<file path="src/rtl/mux4x2_rr_sched.sv">
// Round-robin 4-to-2 lane scheduler: grants up to two valid lanes per cycle onto registered out0/out1.
// Optional per-lane saturating grant counters are enabled with `define MUX4X2_SCHED_STATS_EN.
module mux4x2_rr_sched #(
    parameter int BW    = 8,
    parameter int CNT_W = 16
) (
    input  logic          clk,
    input  logic          reset,
    input  logic [BW:0]   in0,
    input  logic [BW:0]   in1,
    input  logic [BW:0]   in2,
    input  logic [BW:0]   in3,
    output logic [3:0]    ready,
    output logic [BW:0]   out0,
    output logic [BW:0]   out1,
    output logic [1:0]    gnt0_idx,
    output logic [1:0]    gnt1_idx,
    output logic          active
`ifdef MUX4X2_SCHED_STATS_EN
    ,
    output logic [CNT_W-1:0] gnt_cnt0,
    output logic [CNT_W-1:0] gnt_cnt1,
    output logic [CNT_W-1:0] gnt_cnt2,
    output logic [CNT_W-1:0] gnt_cnt3
`endif
);

    logic [BW:0]  lane_w_s [4];
    logic [3:0]   vld_s;
    logic [1:0]   ptr_r;
    logic [1:0]   lane_s;
    logic [1:0]   sel0_s;
    logic [1:0]   sel1_s;
    logic         has0_s;
    logic         has1_s;
    logic [3:0]   grant_s;
    logic [1:0]   ptr_nxt_s;
    logic [BW:0]  out0_nxt_s;
    logic [BW:0]  out1_nxt_s;
    logic [BW:0]  out0_r;
    logic [BW:0]  out1_r;
    logic [1:0]   gnt0_idx_r;
    logic [1:0]   gnt1_idx_r;
    logic         active_r;

    // Gather lane words into an indexable array and extract the valid bits.
    always_comb begin
        lane_w_s[0] = in0;
        lane_w_s[1] = in1;
        lane_w_s[2] = in2;
        lane_w_s[3] = in3;
        vld_s = {in3[BW], in2[BW], in1[BW], in0[BW]};
    end

    // Scan lanes starting at ptr; first valid lane takes slot 0, second takes slot 1.
    always_comb begin
        sel0_s = 2'd0;
        sel1_s = 2'd0;
        has0_s = 1'b0;
        has1_s = 1'b0;
        lane_s = 2'd0;
        for (int k = 0; k < 4; k++) begin
            lane_s = ptr_r + 2'(k);
            if (vld_s[lane_s] && !has0_s) begin
                has0_s = 1'b1;
                sel0_s = lane_s;
            end else if (vld_s[lane_s] && !has1_s) begin
                has1_s = 1'b1;
                sel1_s = lane_s;
            end else begin
                has1_s = has1_s;
            end
        end
    end

    // Grant vector, next-state pointer and next output words.
    always_comb begin
        grant_s = 4'b0000;
        if (has0_s) begin
            grant_s[sel0_s] = 1'b1;
        end else begin
            grant_s = 4'b0000;
        end
        if (has1_s) begin
            grant_s[sel1_s] = 1'b1;
        end else begin
            grant_s = grant_s;
        end
        if (has1_s) begin
            ptr_nxt_s = sel1_s + 2'd1;
        end else if (has0_s) begin
            ptr_nxt_s = sel0_s + 2'd1;
        end else begin
            ptr_nxt_s = ptr_r;
        end
        out0_nxt_s = has0_s ? {1'b1, lane_w_s[sel0_s][BW-1:0]} : {(BW+1){1'b0}};
        out1_nxt_s = has1_s ? {1'b1, lane_w_s[sel1_s][BW-1:0]} : {(BW+1){1'b0}};
    end

    // Ready is suppressed while reset is asserted so no word is consumed.
    assign ready = reset ? grant_s : 4'b0000;

    // Pointer and registered output slots.
    always_ff @(posedge clk or negedge reset) begin
        if (!reset) begin
            ptr_r      <= 2'd0;
            out0_r     <= {(BW+1){1'b0}};
            out1_r     <= {(BW+1){1'b0}};
            gnt0_idx_r <= 2'd0;
            gnt1_idx_r <= 2'd0;
            active_r   <= 1'b0;
        end else begin
            ptr_r      <= ptr_nxt_s;
            out0_r     <= out0_nxt_s;
            out1_r     <= out1_nxt_s;
            gnt0_idx_r <= has0_s ? sel0_s : 2'd0;
            gnt1_idx_r <= has1_s ? sel1_s : 2'd0;
            active_r   <= has0_s | has1_s;
        end
    end

    assign out0     = out0_r;
    assign out1     = out1_r;
    assign gnt0_idx = gnt0_idx_r;
    assign gnt1_idx = gnt1_idx_r;
    assign active   = active_r;

`ifdef MUX4X2_SCHED_STATS_EN
    logic [CNT_W-1:0] cnt_r [4];

    // Per-lane grant counters that stick at all-ones instead of wrapping.
    always_ff @(posedge clk or negedge reset) begin
        if (!reset) begin
            for (int i = 0; i < 4; i++) begin
                cnt_r[i] <= {CNT_W{1'b0}};
            end
        end else begin
            for (int i = 0; i < 4; i++) begin
                if (grant_s[i] && (cnt_r[i] != {CNT_W{1'b1}})) begin
                    cnt_r[i] <= cnt_r[i] + CNT_W'(1);
                end else begin
                    cnt_r[i] <= cnt_r[i];
                end
            end
        end
    end

    assign gnt_cnt0 = cnt_r[0];
    assign gnt_cnt1 = cnt_r[1];
    assign gnt_cnt2 = cnt_r[2];
    assign gnt_cnt3 = cnt_r[3];
`endif

endmodule
</file>
<file path="config.mk">
export PLATFORM = sky130hd
export DESIGN_NAME = mux4x2_rr_sched
export DESIGN_NICKNAME = d
export VERILOG_FILES = /design/src/rtl/mux4x2_rr_sched.sv
export SDC_FILE = /design/constraint.sdc
export NUM_CORES = 1
export LEC_CHECK = 0
export BUFFER_PORTS_ARGS = -buffer_cell sky130_fd_sc_hd__buf_2
export CAP_MARGIN = 0
export CORE_MARGIN = 2
export CORE_UTILIZATION = 51
export DETAILED_ROUTE_END_ITERATION = 10
export PLACE_DENSITY_LB_ADDON = 0.2
export REMOVE_ABC_BUFFERS = 1
export SLEW_MARGIN = 20
export SYNTH_ARGS = -nofsm -noshare
export SYNTH_HDL_FRONTEND = slang
export SYNTH_SLANG_ARGS = --single-unit
export TNS_END_PERCENT = 30
</file>
<file path="constraint.sdc">
create_clock -name clk -period 4.9 [get_ports clk]
set_clock_uncertainty 0.1 [all_clocks]
set_input_delay 0.245 -clock clk [delete_from_list [all_inputs] [get_ports clk]]
set_output_delay 0.245 -clock clk [all_outputs]
set_load 0.02 [all_outputs]
</file>
==> flow_summary.toml <==
[sta]
finalSetupViolations = 0
period_share_pct = 62.5
relSlewSlack_pct = 38.4
holdWs_ps = 91.0
hold_viol_final = 0
min_period_ps = 3060
tightest_slew_ps = 925
rsz0062_at_grt = "false"
fmax_ghz = 0.327
drv_slew = 0
fin_ws_ps = 1840
setup_tns_ps = 0

[clocking]
numCtsBuffers = 3
clock-sinks = 25
h-tree-depth = 1
cts.clk_slew.worst_paths_ps = 150
insertion_delay_ps = 320
clockBufferDepth = 2
cts_tree = "built"
cts_root_buf = "clkbuf_4"
post-cts-setup-buffers = 0

[routing]
vias = 1562
drt_iter0_drc = 84
wl_per_cell_um = 16.6
ant_nets = 0
firstDrtPassIters = 4
drc_errors = 0
vias_per_cell = 6.08
wirelength_um = 4270

[grt]
grt_max_degree = 29
grt_pass1_vias = 1463
track_usage_pct = 25.6
grt_first_pass_wirelength_um = 6750
antenna_found_initial = 0
grt_overflow_total = 0

[layout]
finalNetCount = 265
diodes = 0
drive_gt1_share_pct = 33.6
area_growth_pct = 22.7

[job]
cap_violations = 0

[synth]
synth_top_cell_area_share_pct = 41.5
muxShareOfSynthArea_pct = 11.4
synth_compound_area_share_pct = 21.8
netlist_top_cells_area = "dfrtp_1 (41%), mux2i_1 (11%), o22ai_1 (7.5%)"
synth.distinct_cells = 38
synthSimpleGateAreaFrac_pct = 18.2
synth_top_area_cell = "dfrtp_1"
synth_seq_area_share_pct = 41.5
yosys_most_used_dff = "dfrtp_1"
synth_area_um2 = 1510
synth_edf_count = 0
synth_top_family_by_area = "compound AO/OA/AOI/OAI gates"
syn_inst = 167
yosysWarnings = 0
synth_fa_ha_area_share_pct = 0
avgSynthCellArea_um2 = 9.04
async_reset_ff_share_pct = 100
synth-xor-area-share_pct = 0
yosys_register_bits = 25

[critical_path]
critPathBufInv = 1
critPathMaxStageDelay_ps = 590
crit_type = "reg2out"
cp_cell_sequence = "a21boi_1 -> o221ai_1 -> a221o_1 -> nand2_1 -> o32ai_1 -> buf_2"
cp_max_fo = 14
worstPathRequired_ps = 4550
critPathSlowestCell = "dfrtp_1"
worstPathArrival_ps = 2720
cp-end-kind = "output pin"
cpLargestDelayFamily = "compound AO/OA/AOI/OAI gates"
crit_path_start_kind = "flip-flop"

[floorplanning]
die_w_um = 58.4
rows = 19
pin_count = 65
start_util_pct = 54.3
die-area_um2 = 3410
core_um2 = 2780
die_h_um = 58.4

[power_and_ir_drop]
power_mw = 0.811
p_per_area_nw_per_um2 = 438
ir_worst_vdd_v = 0.000324
p_leak_nw = 0.886

[place]
pre_cts_slack_ps = 2260
gp_congestion = 0.891
port_buffers = 64
dp_hpwl_um = 3000

[status]
status = "completed"

[min_path]
hold_class = "in2reg"
[area by class of cell]
cell class / count / area [um^2]
fill: 244 / 930
multi-input combinational: 122 / 782
sequential: 25 / 626
timing repair buffer: 67 / 345
tap: 31 / 38.8
inverter: 8 / 30.0
clock buffer: 3 / 22.5
clock inverter: 1 / 7.51
[report_power, final]
group,switching (mW),total [mW],leakage [nW],internal [mW]
logic,0.260,0.414,0.580,0.154
clock network,0.0660,0.0971,0.0139,0.0311
registers,0.0357,0.300,0.292,0.264
[cells in the final DEF, fill, tap and decap left out, types with 2 or more instances in the layout]
master | synthesis | routed
buf_2 | 5 | 64
nor2_1 | 28 | 28
dfrtp_1 | 25 | 25
o22ai_1 | 18 | 18
mux2i_1 | 16 | 16
nand2_1 | 10 | 10
nor4_1 | 10 | 9
inv_1 | 8 | 8
a21oi_1 | 8 | 8
o21ai_0 | 4 | 4
o221ai_1 | 3 | 3
clkbuf_4 | 0 | 3
nand3_1 | 2 | 2
nand2b_1 | 2 | 2
buf_4 | 1 | 2
[synthesized netlist by cell type, types with 2 or more instances]
| cell type | n |
|---|---|
| dfrtp_1 | 25 |
| nand2_1 | 10 |
| inv_1 | 8 |
| o22ai_1 | 18 |
| nand3_1 | 2 |
| clkbuf_1 | 2 |
| buf_2 | 5 |
| buf_6 | 3 |
| o221ai_1 | 3 |
| nand2b_1 | 2 |
| mux2i_1 | 16 |
| o21ai_0 | 4 |
| nor2_1 | 28 |
| a21oi_1 | 8 |
| nor4_1 | 10 |
[cells by family after synthesis]
kind of cell,after synthesis
AND/OR/NAND/NOR,58
multiplexers,17
buffers and inverters,20
AO/OA/AOI/OAI,47
flip-flops,25
[sequential cells by signal (all words and copies together), names as in the netlist]
| register | flops |
|---|---|
| active | 1 |
| gnt0_idx | 2 |
| gnt1_idx | 2 |
| out0 | 9 |
| out1 | 9 |
| ptr_r | 2 |
[through the flow]
step	util [%]	area, um^2	std cells
detailed placement	65.1	1810	252
finish	66.6	1850	257
CTS	66.6	1850	257
global route	66.6	1850	257
global placement	65.1	1810	252
floorplan	-	1430	155
[worst paths after layout]
check	slack, ps	cells past startpoint	to	from
setup reg to reg	2520	5	out1[4]	ptr_r[0]
max in group asynchronous	3960	2	out0[2]	reset
min in group asynchronous	340	2	out1[8]	reset
hold reg to reg	710	2	ptr_r[0]	ptr_r[0]
setup / recovery	1840	6	ready[0]	ptr_r[0]
hold / removal	90	3	out0[5]	in0[5]
[worst min-delay path, delay by kind of cell]
kind | cells | cell delay (ps)
simple gates | 2 | 140
buf+inv | 1 | 100
[routing by layer]
| metal | vias up | routed length (um) | track usage [%] | share of wire (%) |
|---|---|---|---|---|
| met2 | 81 | 2120 | 41.6 | 50 |
| met5 | - | 0 | 0 | 0 |
| met3 | 6 | 309 | 3.96 | 7.2 |
| met1 | 742 | 1790 | 35.0 | 42 |
| met4 | 0 | 50 | 8.31 | 1.2 |
| li1 | 733 | - | - | - |
[repair_timing]
item                                   in CTS  in global routing
endpoints found under the hold margin      25                  0
hold buffers                                1                  0
resized for setup                           0                  0
Power figures use the tool's default switching activity.
